--- src/rtl/sdram_arb_pkg.sv ---
`default_nettype none
// ============================================================================
//  Module      : sdram_arb_pkg
//  Description : Shared encodings and types for the SDRAM request arbiter.
//  Revision    : 1.0 - initial release
// ============================================================================
package sdram_arb_pkg;

    localparam logic [1:0] KIND_WRITE   = 2'b00;
    localparam logic [1:0] KIND_READ    = 2'b01;
    localparam logic [1:0] KIND_REFRESH = 2'b10;

    typedef enum logic [1:0] {
        ST_IDLE  = 2'd0,
        ST_ISSUE = 2'd1,
        ST_WAIT  = 2'd2,
        ST_DONE  = 2'd3
    } arb_state_t;

    typedef enum logic {
        GRANT_P0 = 1'b0,
        GRANT_P1 = 1'b1
    } grant_id_t;

    function automatic grant_id_t other_port(input grant_id_t g);
        return (g == GRANT_P0) ? GRANT_P1 : GRANT_P0;
    endfunction

endpackage
`default_nettype wire

--- src/rtl/sdram_req_arbiter_if.sv ---
`default_nettype none
// ============================================================================
//  Module      : sdram_req_arbiter_if
//  Description : Requester, engine and status signals of the SDRAM arbiter.
//  Revision    : 1.0 - initial release
// ============================================================================
interface sdram_req_arbiter_if #(
    parameter int ADDR_W = 20,
    parameter int DATA_W = 16
);
    logic              p0_req;
    logic              p0_rdwr;
    logic [ADDR_W-1:0] p0_addr;
    logic [DATA_W-1:0] p0_wdata;
    logic              p0_ack;
    logic              p1_req;
    logic              p1_rdwr;
    logic [ADDR_W-1:0] p1_addr;
    logic [DATA_W-1:0] p1_wdata;
    logic              p1_ack;
    logic [DATA_W-1:0] rdata;
    logic              dn_req;
    logic [1:0]        dn_kind;
    logic [ADDR_W-1:0] dn_addr;
    logic [DATA_W-1:0] dn_wdata;
    logic              dn_done;
    logic [DATA_W-1:0] dn_rdata;
    logic              err_timeout;
    logic              err_refresh_miss;

    modport slave (
        input  p0_req, p0_rdwr, p0_addr, p0_wdata,
        input  p1_req, p1_rdwr, p1_addr, p1_wdata,
        input  dn_done, dn_rdata,
        output p0_ack, p1_ack, rdata,
        output dn_req, dn_kind, dn_addr, dn_wdata,
        output err_timeout, err_refresh_miss
    );

    modport master (
        output p0_req, p0_rdwr, p0_addr, p0_wdata,
        output p1_req, p1_rdwr, p1_addr, p1_wdata,
        output dn_done, dn_rdata,
        input  p0_ack, p1_ack, rdata,
        input  dn_req, dn_kind, dn_addr, dn_wdata,
        input  err_timeout, err_refresh_miss
    );

endinterface
`default_nettype wire

--- src/rtl/sdram_refresh_timer.sv ---
`default_nettype none
// ============================================================================
//  Module      : sdram_refresh_timer
//  Description : Free-running refresh period counter with pending/miss flags.
//  Revision    : 1.0 - initial release
// ============================================================================
module sdram_refresh_timer #(
    parameter int REFRESH_PERIOD = 256
) (
    input  logic clk,
    input  logic rst_n,
    input  logic i_tick,
    input  logic i_clear,
    output logic o_pending,
    output logic o_miss
);
    localparam int CNT_W = $clog2(REFRESH_PERIOD);
    localparam logic [CNT_W-1:0] c_CNT_LAST = CNT_W'(REFRESH_PERIOD - 1);

    logic [CNT_W-1:0] r_cnt;
    logic             r_pending;
    logic             r_miss;
    logic             w_wrap;

    assign w_wrap = i_tick && (r_cnt == c_CNT_LAST);

    // A wrap re-arms pending even when the same edge clears it.
    always_ff @(posedge clk or negedge rst_n) begin
        if (!rst_n) begin
            r_cnt     <= '0;
            r_pending <= 1'b0;
            r_miss    <= 1'b0;
        end else begin
            if (i_tick) begin
                r_cnt <= w_wrap ? '0 : r_cnt + 1'b1;
            end
            if (w_wrap) begin
                r_pending <= 1'b1;
                if (r_pending && !i_clear) begin
                    r_miss <= 1'b1;
                end
            end else if (i_clear) begin
                r_pending <= 1'b0;
            end
        end
    end

    assign o_pending = r_pending;
    assign o_miss    = r_miss;

endmodule
`default_nettype wire

--- src/rtl/sdram_req_arbiter.sv ---
`default_nettype none
// ============================================================================
//  Module      : sdram_req_arbiter
//  Description : Two-port SDRAM access arbiter with scheduled refresh and a
//                completion watchdog. SDRAM_ARB_ROUND_ROBIN_EN selects
//                round-robin arbitration; fixed port-0 priority otherwise.
//  Revision    : 1.0 - initial release
// ============================================================================
module sdram_req_arbiter
    import sdram_arb_pkg::*;
#(
    parameter int ADDR_W         = 20,
    parameter int DATA_W         = 16,
    parameter int REFRESH_PERIOD = 256,
    parameter int TIMEOUT        = 64
) (
    input  logic               clk,
    input  logic               rst_n,
    sdram_req_arbiter_if.slave bus
);
    localparam int WD_W = (TIMEOUT > 1) ? $clog2(TIMEOUT) : 1;
    localparam logic [WD_W-1:0] c_WD_LAST = WD_W'(TIMEOUT - 1);

    arb_state_t        r_state;
    grant_id_t         r_grant;
    grant_id_t         r_last_grant;
    logic              r_dn_req;
    logic [1:0]        r_kind;
    logic [ADDR_W-1:0] r_addr;
    logic [DATA_W-1:0] r_wdata;
    logic              r_ack0;
    logic              r_ack1;
    logic [DATA_W-1:0] r_rdata;
    logic              r_err_timeout;
    logic [WD_W-1:0]   r_wd;

    grant_id_t         w_winner;
    logic              w_sel_rdwr;
    logic [ADDR_W-1:0] w_sel_addr;
    logic [DATA_W-1:0] w_sel_wdata;
    logic              w_port_access;
    logic              w_refresh_pending;
    logic              w_refresh_clear;
    logic              w_refresh_miss;

    sdram_refresh_timer #(
        .REFRESH_PERIOD (REFRESH_PERIOD)
    ) u_refresh_timer (
        .clk       (clk),
        .rst_n     (rst_n),
        .i_tick    (1'b1),
        .i_clear   (w_refresh_clear),
        .o_pending (w_refresh_pending),
        .o_miss    (w_refresh_miss)
    );

    assign w_refresh_clear = (r_state == ST_ISSUE) && (r_kind == KIND_REFRESH);
    assign w_port_access   = (r_kind != KIND_REFRESH);

    // With no requester the previous grant is held; the value is unused then.
    always_comb begin
        w_winner = r_last_grant;
        if (bus.p0_req && bus.p1_req) begin
`ifdef SDRAM_ARB_ROUND_ROBIN_EN
            w_winner = other_port(r_last_grant);
`else
            w_winner = GRANT_P0;
`endif
        end else if (bus.p0_req) begin
            w_winner = GRANT_P0;
        end else if (bus.p1_req) begin
            w_winner = GRANT_P1;
        end
    end

    assign w_sel_rdwr  = (w_winner == GRANT_P1) ? bus.p1_rdwr  : bus.p0_rdwr;
    assign w_sel_addr  = (w_winner == GRANT_P1) ? bus.p1_addr  : bus.p0_addr;
    assign w_sel_wdata = (w_winner == GRANT_P1) ? bus.p1_wdata : bus.p0_wdata;

    always_ff @(posedge clk or negedge rst_n) begin
        if (!rst_n) begin
            r_state       <= ST_IDLE;
            r_grant       <= GRANT_P0;
            r_last_grant  <= GRANT_P1;
            r_dn_req      <= 1'b0;
            r_kind        <= KIND_WRITE;
            r_addr        <= '0;
            r_wdata       <= '0;
            r_ack0        <= 1'b0;
            r_ack1        <= 1'b0;
            r_rdata       <= '0;
            r_err_timeout <= 1'b0;
            r_wd          <= '0;
        end else begin
            r_dn_req <= 1'b0;
            r_ack0   <= 1'b0;
            r_ack1   <= 1'b0;
            case (r_state)
                ST_IDLE: begin
                    if (w_refresh_pending) begin
                        r_kind   <= KIND_REFRESH;
                        r_dn_req <= 1'b1;
                        r_state  <= ST_ISSUE;
                    end else if (bus.p0_req || bus.p1_req) begin
                        r_grant      <= w_winner;
                        r_last_grant <= w_winner;
                        r_kind       <= w_sel_rdwr ? KIND_READ : KIND_WRITE;
                        r_addr       <= w_sel_addr;
                        r_wdata      <= w_sel_wdata;
                        r_dn_req     <= 1'b1;
                        r_state      <= ST_ISSUE;
                    end
                end
                ST_ISSUE: begin
                    r_wd    <= '0;
                    r_state <= ST_WAIT;
                end
                ST_WAIT: begin
                    if (bus.dn_done) begin
                        r_rdata <= bus.dn_rdata;
                        r_ack0  <= w_port_access && (r_grant == GRANT_P0);
                        r_ack1  <= w_port_access && (r_grant == GRANT_P1);
                        r_state <= ST_DONE;
                    end else if (r_wd == c_WD_LAST) begin
                        r_err_timeout <= 1'b1;
                        r_rdata       <= '0;
                        r_ack0        <= w_port_access && (r_grant == GRANT_P0);
                        r_ack1        <= w_port_access && (r_grant == GRANT_P1);
                        r_state       <= ST_DONE;
                    end else begin
                        r_wd <= r_wd + 1'b1;
                    end
                end
                ST_DONE: begin
                    r_state <= ST_IDLE;
                end
                default: begin
                    r_state <= ST_IDLE;
                end
            endcase
        end
    end

    assign bus.p0_ack           = r_ack0;
    assign bus.p1_ack           = r_ack1;
    assign bus.rdata            = r_rdata;
    assign bus.dn_req           = r_dn_req;
    assign bus.dn_kind          = r_kind;
    assign bus.dn_addr          = r_addr;
    assign bus.dn_wdata         = r_wdata;
    assign bus.err_timeout      = r_err_timeout;
    assign bus.err_refresh_miss = w_refresh_miss;

endmodule
`default_nettype wire

--- src/flat_wrapper.sv ---
// flat-port wrapper written by rule: the top's interface ports become plain ports
module sdram_req_arbiter_flat import sdram_arb_pkg::*;
#(
    parameter int ADDR_W         = 20,
    parameter int DATA_W         = 16,
    parameter int REFRESH_PERIOD = 256,
    parameter int TIMEOUT        = 64
)
  (clk, rst_n, bus_p0_req, bus_p0_rdwr, bus_p0_addr, bus_p0_wdata, bus_p1_req, bus_p1_rdwr, bus_p1_addr, bus_p1_wdata, bus_dn_done, bus_dn_rdata, bus_p0_ack, bus_p1_ack, bus_rdata, bus_dn_req, bus_dn_kind, bus_dn_addr, bus_dn_wdata, bus_err_timeout, bus_err_refresh_miss);
  sdram_req_arbiter_if #(.ADDR_W(ADDR_W), .DATA_W(DATA_W)) bus_i ();
  input  logic clk;
  input  logic rst_n;
  input wire logic [$bits(bus_i.p0_req)-1:0] bus_p0_req;
  input wire logic [$bits(bus_i.p0_rdwr)-1:0] bus_p0_rdwr;
  input wire logic [$bits(bus_i.p0_addr)-1:0] bus_p0_addr;
  input wire logic [$bits(bus_i.p0_wdata)-1:0] bus_p0_wdata;
  input wire logic [$bits(bus_i.p1_req)-1:0] bus_p1_req;
  input wire logic [$bits(bus_i.p1_rdwr)-1:0] bus_p1_rdwr;
  input wire logic [$bits(bus_i.p1_addr)-1:0] bus_p1_addr;
  input wire logic [$bits(bus_i.p1_wdata)-1:0] bus_p1_wdata;
  input wire logic [$bits(bus_i.dn_done)-1:0] bus_dn_done;
  input wire logic [$bits(bus_i.dn_rdata)-1:0] bus_dn_rdata;
  output wire logic [$bits(bus_i.p0_ack)-1:0] bus_p0_ack;
  output wire logic [$bits(bus_i.p1_ack)-1:0] bus_p1_ack;
  output wire logic [$bits(bus_i.rdata)-1:0] bus_rdata;
  output wire logic [$bits(bus_i.dn_req)-1:0] bus_dn_req;
  output wire logic [$bits(bus_i.dn_kind)-1:0] bus_dn_kind;
  output wire logic [$bits(bus_i.dn_addr)-1:0] bus_dn_addr;
  output wire logic [$bits(bus_i.dn_wdata)-1:0] bus_dn_wdata;
  output wire logic [$bits(bus_i.err_timeout)-1:0] bus_err_timeout;
  output wire logic [$bits(bus_i.err_refresh_miss)-1:0] bus_err_refresh_miss;
  assign bus_i.p0_req = bus_p0_req;
  assign bus_i.p0_rdwr = bus_p0_rdwr;
  assign bus_i.p0_addr = bus_p0_addr;
  assign bus_i.p0_wdata = bus_p0_wdata;
  assign bus_i.p1_req = bus_p1_req;
  assign bus_i.p1_rdwr = bus_p1_rdwr;
  assign bus_i.p1_addr = bus_p1_addr;
  assign bus_i.p1_wdata = bus_p1_wdata;
  assign bus_i.dn_done = bus_dn_done;
  assign bus_i.dn_rdata = bus_dn_rdata;
  assign bus_p0_ack = bus_i.p0_ack;
  assign bus_p1_ack = bus_i.p1_ack;
  assign bus_rdata = bus_i.rdata;
  assign bus_dn_req = bus_i.dn_req;
  assign bus_dn_kind = bus_i.dn_kind;
  assign bus_dn_addr = bus_i.dn_addr;
  assign bus_dn_wdata = bus_i.dn_wdata;
  assign bus_err_timeout = bus_i.err_timeout;
  assign bus_err_refresh_miss = bus_i.err_refresh_miss;
  sdram_req_arbiter #(.ADDR_W(ADDR_W), .DATA_W(DATA_W), .REFRESH_PERIOD(REFRESH_PERIOD), .TIMEOUT(TIMEOUT)) u_core (.clk(clk), .rst_n(rst_n), .bus(bus_i));
endmodule
--- config.mk ---
export PLATFORM = sky130hd
export DESIGN_NAME = sdram_req_arbiter_flat
export DESIGN_NICKNAME = d
export VERILOG_FILES = /design/src/rtl/sdram_arb_pkg.sv /design/src/rtl/sdram_req_arbiter_if.sv /design/src/rtl/sdram_refresh_timer.sv /design/src/rtl/sdram_req_arbiter.sv /design/src/flat_wrapper.sv
export SDC_FILE = /design/constraint.sdc
export NUM_CORES = 1
export LEC_CHECK = 0
export BUFFER_PORTS_ARGS = -buffer_cell sky130_fd_sc_hd__buf_2
export CORE_MARGIN = 3
export CORE_UTILIZATION = 50
export DETAILED_ROUTE_END_ITERATION = 6
export PLACE_DENSITY_LB_ADDON = 0.12
export SLEW_MARGIN = 30
export SYNTH_ARGS = -nofsm -noshare
export SYNTH_HDL_FRONTEND = slang
export SYNTH_SLANG_ARGS = --single-unit
--- constraint.sdc ---
create_clock -name clk -period 3 [get_ports clk]
set_input_delay 0.15 -clock clk [delete_from_list [all_inputs] [get_ports clk]]
set_output_delay 0.15 -clock clk [all_outputs]
set_load 0.02 [all_outputs]
==> impl_metrics.toml <==
[sta]
worst-slew-pin-transition_ns = 0.818
fin_hold_ws_ns = 0.0455
clock_skew_ns = 0.00891
slew_violations = 0
hold_viol = 0
timing.final.ws_setup_ns = 1.10
setup-tns-final_ns = 0
relSlewSlack_pct = 45.3
finalSetupViolations = 0
timing.fmax_mhz = 526
rsz0062_at_grt = "false"
fin_crit_ns = 1.90
finalCritPeriodShare_pct = 63.3

[global_route]
grt_antenna_before_repair = 0
grt_start_max_net_pins = 79
grt_pass1_vias = 2605
grt_usage_pct = 19.5
overflow = 0
grt_pass1_wl_um = 11900

[clock_network]
postCtsResizedCells = 0
clk_latency_ns = 0.34
htree_levels = 3
cts-root-buf = "clkbuf_8"
cts_buffers = 9
cts.sinks = 78
postCtsSetupBuffers = 0
path_clk_slew_ns = 0.07
cts_tree = "built"
clk_path_buf_depth = 2

[floorplanning]
rows = 29
dieArea_mm2 = 0.00804
die_h_um = 89.7
die_w_um = 89.7
core_area_mm2 = 0.00657
top_level_ports = 154
initial_utilization_pct = 53.3

[power_and_ir_drop]
swShare_pct = 41.0
p_int_mw = 2.45
p_per_area_mw_per_mm2 = 933
total_power_mw = 4.16
clockPowerShare_pct = 15.5
seqPwrFrac_pct = 40.6
irDropWorstVdd_uv = 467
p_leak_nw = 2.47
power_frac_comb_pct = 43.9
p_sw_mw = 1.70

[critical_path]
crit_path_cell_trace = "inv_1 > ha_1 > nand2b_1 > o21bai_4 > buf_4 > o22ai_1"
crit_fanout = 43
critical_path.slowest_cell = "buf_4"
endpoint_kind = "flip-flop"
cpPeakStageDelay_ns = 0.43
cp.arrival_ns = 2.10
crit_type = "reg2reg"
crit_path_start_kind = "flip-flop"
required_ns = 3.20
crit_family = "buffers and inverters"
path_buf_inv = 2

[route]
avgViaCountPerCell = 5.04
wirelength_um = 7830
drc_errors = 0
vias = 2810
avgRoutedWirePerCell_um = 14.1
ant_nets = 0
dr.pass1.iters = 4
drt_iter0_markers = 70

[min_path]
min_path_type = "in2reg"

[yosys]
synth_top_area_share_pct = 55.1
netlist_top_cells_area = "dfrtp_1 55%, mux2i_1 11%, o21ai_1 5.7%"
synth-main-ff-cell = "dfrtp_1"
synth_nets = 411
syn_avg_cell_area_um2 = 11.3
ys_seq_area_share_pct = 55.8
synth_edf_count = 0
synthAdderAreaFrac_pct = 2.15
netlist_area_mm2 = 0.00350
synthSimpleGateAreaFrac_pct = 9.87
netlist_instances = 310
synth-compound-area-share_pct = 15.2
yosysTopAreaCell = "dfrtp_1"
yosys_warnings = 0
synth_top_family_by_area = "compound AO/OA/AOI/OAI gates"
synth_xor_area_share_pct = 1.25
postSynth.asyncResetShare_pct = 100
synth_cell_types = 44
synth_seq_cells = 78
synth.area.mux_share_pct = 10.9

[layout]
finish.utilization_pct = 67.8
areaGrowthSynthToFinish_pct = 27.3
final_common_cell = "buf_2"
final_nets = 562
fillers = 523
diodes = 0
final_cell_mix = "152 x buf_2, 77 x dfrtp_1, 46 x nand2_1, 40 x o21ai_1, 37 x mux2i_1"
drive_above_1_share_pct = 38.4

[placement]
place_congestion = 0.875
place_worst_setup_slack_ns = 1.10
portBuffers = 153
dp_hpwl_um = 5920

[flow_run]
cap_violations = 0

[status]
status = "finished clean"
[cell type report]
class | instances | area, um^2 | share of cell area [%]
flip-flops and latches | 78 | 1950 | 43.8
inverters | 9 | 33.8 | 0.758
multi-input cells | 206 | 1390 | 31.3
repair buffers | 157 | 805 | 18.1
well taps | 93 | 116 | 2.61
clock inverters | 2 | 10.0 | 0.225
clock buffers | 12 | 145 | 3.26
[final timing paths]
path	startpoint	to	slack [ns]	depth (start not counted)
max	u_core.r_state[0]	u_core.bus.dn_kind[0]	1.10	6
min	bus_dn_rdata[12]	u_core.bus.rdata[12]	0.05	2
max reg2reg	u_core.r_state[0]	u_core.bus.dn_kind[0]	1.10	6
min reg2reg	u_core.u_refresh_timer.r_cnt[0]	u_core.u_refresh_timer.r_cnt[0]	0.45	1
max in group asynchronous	rst_n	u_core.bus.dn_wdata[12]	2.13	2
min in group asynchronous	rst_n	u_core.bus.rdata[6]	0.39	2
[Yosys cell counts (2+ instances only)]
master     n
dfrtp_1   77
nand2_1   46
o21ai_1   40
mux2i_1   37
a22o_1    17
inv_1      8
ha_1       6
nor3_1     6
a21oi_1    5
buf_6      5
clkbuf_1   5
nor2_1     5
and3_1     4
buf_4      4
nand3_1    4
xnor2_1    4
o21ai_0    3
a21o_1     2
a21oi_2    2
and4_1     2
buf_2      2
nor2_2     2
o21bai_2   2
o22ai_1    2
[worst register-to-register path, delay by kind of cell, from the launching register on]
kind	cells	cell delay, ns
compound gates	2	0.51
fa+ha+maj	1	0.25
buf+inv	2	0.53
flops	1	0.37
simple gates	1	0.11
[kinds of logic (layout without fill, tap and decap cells)]
| family | after synthesis | count (layout) |
|---|---|---|
| flops | 78 | 78 |
| buf+inv | 26 | 180 |
| fa+ha+maj | 6 | 6 |
| simple gates | 75 | 75 |
| xor+xnor | 5 | 5 |
| compound gates | 82 | 82 |
| mux | 38 | 38 |
[state kept, by name (all words and copies together), names as in the netlist, 2 cells and up]
name	count
u_core.r_state	2
u_core.bus.dn_addr	20
u_core.u_refresh_timer.r_cnt	8
u_core.bus.rdata	16
u_core.bus.dn_wdata	16
u_core.r_wd	6
u_core.bus.dn_kind	2
[through the flow]
step                      instance area [um^2]  instances
final                                     4460        557
after CTS                                 4450        557
after global placement                    4290        542
after floorplan                           3500        310
after global routing                      4460        557
after detailed placement                  4290        542
[routing by layer]
metal	vias up	global-route usage, %	share of wire (%)
li1	1394	-	-
met1	1277	24.4	42
met2	127	32.3	48
met3	12	5.66	8.6
met4	0	6.63	1.6
met5	-	0	0
[power groups by stage]
stage          sequential [mW]  clock (mW)  combinational (mW)
6_report                  1.69       0.645                1.82
5_1_grt                   1.74       0.715                2.02
4_1_cts                   1.69       0.667                1.85
3_5_place_dp              1.70           0                1.85
3_3_place_gp              1.69           0                1.80
2_1_floorplan             2.12           0               0.839
[what timing repair did]
| action | 4_1_cts | 5_1_grt |
|---|---|---|
| endpoints found under the setup margin | 0 | 0 |
| hold buffers | 1 | 0 |
| hold endpoints to repair | 40 | 0 |
No activity file was read; power rests on OpenSTA's default activity.
